==> config.mk <==
export PLATFORM = sky130hd
export DESIGN_NAME = wb_port_arbiter
export DESIGN_NICKNAME = d
export VERILOG_FILES = /design/src/rtl/wb_port_arbiter.sv
export SDC_FILE = /design/constraint.sdc
export NUM_CORES = 1
export LEC_CHECK = 0
export ABC_AREA = 1
export BUFFER_PORTS_ARGS = -buffer_cell sky130_fd_sc_hd__buf_4
export CAP_MARGIN = 20
export CORE_MARGIN = 1
export CORE_UTILIZATION = 35
export CTS_CLUSTER_SIZE = 16
export DETAILED_ROUTE_END_ITERATION = 10
export PLACE_DENSITY = 0.69
export SLEW_MARGIN = 20
export SYNTH_ARGS = -nofsm -noshare
export SYNTH_HDL_FRONTEND = slang
export SYNTH_SLANG_ARGS = --single-unit
==> constraint.sdc <==
create_clock -name clk -period 6.35 [get_ports clk]
set_input_delay 0.635 -clock clk [delete_from_list [all_inputs] [get_ports clk]]
set_output_delay 0.635 -clock clk [all_outputs]
set_load 0.02 [all_outputs]
==> src/rtl/wb_port_arbiter.sv <==
// wb_port_arbiter
// ---------------
// Arbitrates the single integer register-file write port between the
// execute path (ALU/CSR results) and the memory path (load returns).
// Loads normally win. After the execute path has been denied for MAX_WAIT
// consecutive cycles it wins once. The selected result is registered onto
// the write port. A scoreboard of registers with loads in flight is kept
// for the decode-stage hazard logic.
//
// Ports:
//   clk, rst                          clock (rising edge), async active-high reset
//   exe_valid/exe_rd/exe_data         execute result request
//   exe_ready                         execute request granted this cycle
//   mem_valid/mem_rd/mem_data         load return request
//   mem_ready                         load return granted this cycle
//   ld_issue/ld_issue_rd              mark a register as awaiting a load
//   wb_en/wb_rd/wb_data               registered register-file write port
//   ld_pending                        registered scoreboard bitmap
module wb_port_arbiter #(
    parameter int XLEN     = 64,
    parameter int RF_AW    = 5,
    parameter int MAX_WAIT = 3
) (
    input  logic                  clk,
    input  logic                  rst,
    input  logic                  exe_valid,
    input  logic [RF_AW-1:0]      exe_rd,
    input  logic [XLEN-1:0]       exe_data,
    output logic                  exe_ready,
    input  logic                  mem_valid,
    input  logic [RF_AW-1:0]      mem_rd,
    input  logic [XLEN-1:0]       mem_data,
    output logic                  mem_ready,
    input  logic                  ld_issue,
    input  logic [RF_AW-1:0]      ld_issue_rd,
    output logic                  wb_en,
    output logic [RF_AW-1:0]      wb_rd,
    output logic [XLEN-1:0]       wb_data,
    output logic [2**RF_AW-1:0]   ld_pending
);

    localparam int SW = 2**RF_AW;
    localparam int CW = $clog2(MAX_WAIT + 1);
    localparam logic [CW-1:0] MAX_CNT = CW'(MAX_WAIT);

    logic [CW-1:0]    starve_cnt;
    logic             force_exe;
    logic             transfer;
    logic [RF_AW-1:0] sel_rd;
    logic [XLEN-1:0]  sel_data;
    logic [SW-1:0]    pending_next;

    // Grant logic: memory has priority unless the execute path has waited
    // long enough, in which case it takes this cycle.
    always_comb begin
        force_exe = exe_valid && (starve_cnt == MAX_CNT);
        mem_ready = mem_valid && !force_exe;
        exe_ready = exe_valid && !mem_ready;
        transfer  = mem_ready || exe_ready;
        sel_rd    = mem_ready ? mem_rd   : exe_rd;
        sel_data  = mem_ready ? mem_data : exe_data;
    end

    // Scoreboard next state: the set is applied after the clear so that a
    // newer load to the same register keeps the bit pending. Index 0 is
    // never marked since x0 is never written.
    always_comb begin
        pending_next = ld_pending;
        if (mem_ready) begin
            pending_next[mem_rd] = 1'b0;
        end
        if (ld_issue && (ld_issue_rd != '0)) begin
            pending_next[ld_issue_rd] = 1'b1;
        end
    end

    // Starvation counter: counts consecutive denied execute cycles,
    // saturating at MAX_WAIT; any cycle without a waiting request resets it.
    always_ff @(posedge clk or posedge rst) begin
        if (rst) begin
            starve_cnt <= '0;
        end else if (!exe_valid || exe_ready) begin
            starve_cnt <= '0;
        end else if (starve_cnt != MAX_CNT) begin
            starve_cnt <= starve_cnt + 1'b1;
        end
    end

    // Registered write port and scoreboard. Index and data only move on a
    // transfer; the enable alone marks the single valid cycle.
    always_ff @(posedge clk or posedge rst) begin
        if (rst) begin
            wb_en      <= 1'b0;
            wb_rd      <= '0;
            wb_data    <= '0;
            ld_pending <= '0;
        end else begin
            wb_en      <= transfer && (sel_rd != '0);
            ld_pending <= pending_next;
            if (transfer) begin
                wb_rd   <= sel_rd;
                wb_data <= sel_data;
            end
        end
    end

endmodule

==> run summary <==
EDFF count, synth: 0
Die ar.: 0.0134 mm²
Synthesized Nets: 693
Leakage: 3.53 nW
Clock slew at reported path FFs: 70 ps
Final TNS setup: 0 ps
DP HPWL: 11400 µm
Seq/Total Area, Yosys: 57.3%
Drt total wl: 15300 µm
Slew @ Worst Pin: 926 ps
Met1 usage in global routing: 26.9%
Outcome: finished clean
Worst Path Arrival: 2410 ps
Headroom to the max-slew limit: 38.3%
Reg-to-reg slack, setup: 4000 ps
Largest net degree at the start of global routing: 71
Yosys reg bits: 104
Vias in the first global route: 4402
Top-Level Pins: 252
Critical-path cell list: ha_1 -> nand2_2 -> nand2_4 -> nand2_1 -> clkinv_2 -> buf_4
Pwr Total: 1.90 mW
Routed Antenna Nets: 0
Final setup fails: 0
Gpl congestion: 0.891
Top FF cell, synth: dfrtp_1
Worst R2R Start: starve_cnt[0]$_DFFE_PP0P_
GR Overflow Total: 0
Cell Pwr Density: 276 mW/mm²
Synth Area per Inst: 8.35 µm²
Max frequency: 0.329 GHz
Global-route wire length before repair: 22700 µm
Distinct cells, synth: 22
Hold Buf Count CTS: 0
Via count: 4690
Mapped Area: 0.00454 mm²
RSZ-0062 raised after global routing: no
Worst r2r dst: ld_pending[13]$_DFF_PP0_
Max Slew Vio Count: 0
WS Path Type: reg -> out
Post-CTS sizing: 0
Area of the core: 0.0126 mm²
Synth top area cells: dfrtp_1, nand2_1, nand3_1
Worst vdd ir: 0.000154 V
Cells after DPL: 946
# rows: 41
Htree depth: 3
Req. time, crit path: 5710 ps
Area growth, synth to finish: 51.0%
Synth area leader: dfrtp_1
# diodes: 0
Most used routing layer: met2
Gate Count Post-Synth: 544
Final hold vios: 0
Most common cell in the netlist: nand2_1
Post-synth top cells: nand2_1, dfrtp_1, nand3_1
Max FO, Critical Path: 65
Final Util: 54.4%
M2 GR Usage: 38.3%
Net count, final: 934
Clock latency at the later pin of the worst-skew pair: 330 ps
TritonCTS buffer count: 9
Hold_ws: 383 ps
# DRC: 0
Initial antenna violation count: 0
First-pass iteration count of the detailed router: 5
Vias per cell: 4.88
# port buffers: 251
Die W: 116 µm
Layout Cells excl Fill: 961
Startpoint Class: register
GR Util All Layers: 22.1%
Worst reg-to-reg path cell count: 7
Worst setup EP type: primary output
Clk sinks: 104
Die height: 116 µm
Share of layout cells above drive strength 1: 34.9%
Ys async rst share: 100%
CTS tree: yes
Tmin final: 3040 ps
Longest Clk Path Bufs: 2
Top cell type's share of synthesized area: 57.3%
Worst Skew: 4.31 ps
Setup Buffers After CTS: 0
Max-cap violations: 0
Synth warn: 0
Hold/Removal Path Class: in -> async
Final Cycle Share: 47.9%
Initial core utilization: 36.0%
CP max stage cell: clkinv_2
GR met3 Demand/Resource: 4.97%
Routed len/inst: 15.9 µm
Initial DRC Count: 328
Largest stage delay, worst path: 680 ps
Root Buffer: clkbuf_16
kinds of logic after synthesis:
logic type      count (synthesis)  share of synthesized area, %
fa+ha+maj                       1                         0.275
compound gates                 64                          7.16
flops                         104                          57.3
buf+inv                        48                          5.12
simple gates                  327                          30.2
registers in the layout, indices dropped and copies added, names as in the netlist:
register / flops
ld_pending: 32
wb_data: 64
wb_en: 1
starve_cnt: 2
wb_rd: 5
through the flow:
step / cell area (µm²) / setup WS [ps]
3_3_place_gp: 6520 / 3620
3_5_place_dp: 6540 / 3570
6_report: 6860 / 3310
4_1_cts: 6860 / 3430
5_1_grt: 6860 / 3130
2_1_floorplan: 4540 / 2980
worst max-delay path, delay by kind of cell (launching register included):
| family | cells | cell delay (ps) |
|---|---|---|
| buffers and inverters | 2 | 1130 |
| flip-flops | 1 | 380 |
| AND/OR/NAND/NOR | 3 | 340 |
| adder cells (fa/ha/maj) | 1 | 200 |
how the worst max path moves through the flow:
stage | start | to | slack (ps) | cells after the start
final | starve_cnt[0]$_DFFE_PP0P_ | exe_ready | 3310 | 6
after global routing | starve_cnt[0]$_DFFE_PP0P_ | exe_ready | 3130 | 6
after floorplan | rst | ld_pending[0]$_DFF_PP0_ | 2980 | 1
after global placement | exe_valid | exe_ready | 3620 | 6
after CTS | starve_cnt[0]$_DFFE_PP0P_ | exe_ready | 3430 | 6
after detailed placement | exe_valid | exe_ready | 3570 | 6
report_power, final:
group | internal [mW] | switching (mW) | total, mW
clock network | 0.364 | 0.226 | 0.590
registers | 0.753 | 0.0576 | 0.810
logic | 0.217 | 0.277 | 0.495
per-layer routing:
metal	share of wire (%)	vias to the layer above
met1	40	2190
met4	2.1	0
met2	49	221
met3	9.0	28
li1	-	2251
met5	0	-
final cells by class:
cell class	count	area, µm²
Fill cell	1203	5760
Clock inverter	3	65.1
Multi-Input combinational cell	392	1710
Timing Repair Buffer	253	1910
Clock buffer	12	256
Tap cell	172	215
Sequential cell	104	2600
Inverter	25	100
cells in the final DEF, fill, tap and decap left out, drive strengths merged, types with 2 or more instances in the layout:
cell	n
buf	253
nand2	224
dfrtp	104
nand3	85
o21ai	61
inv	24
clkbuf	12
nor2	10
nand4	4
nor3	3
clkinv	2
a31oi	2
bufinv	2
No activity file was read; power rests on OpenSTA's default activity.
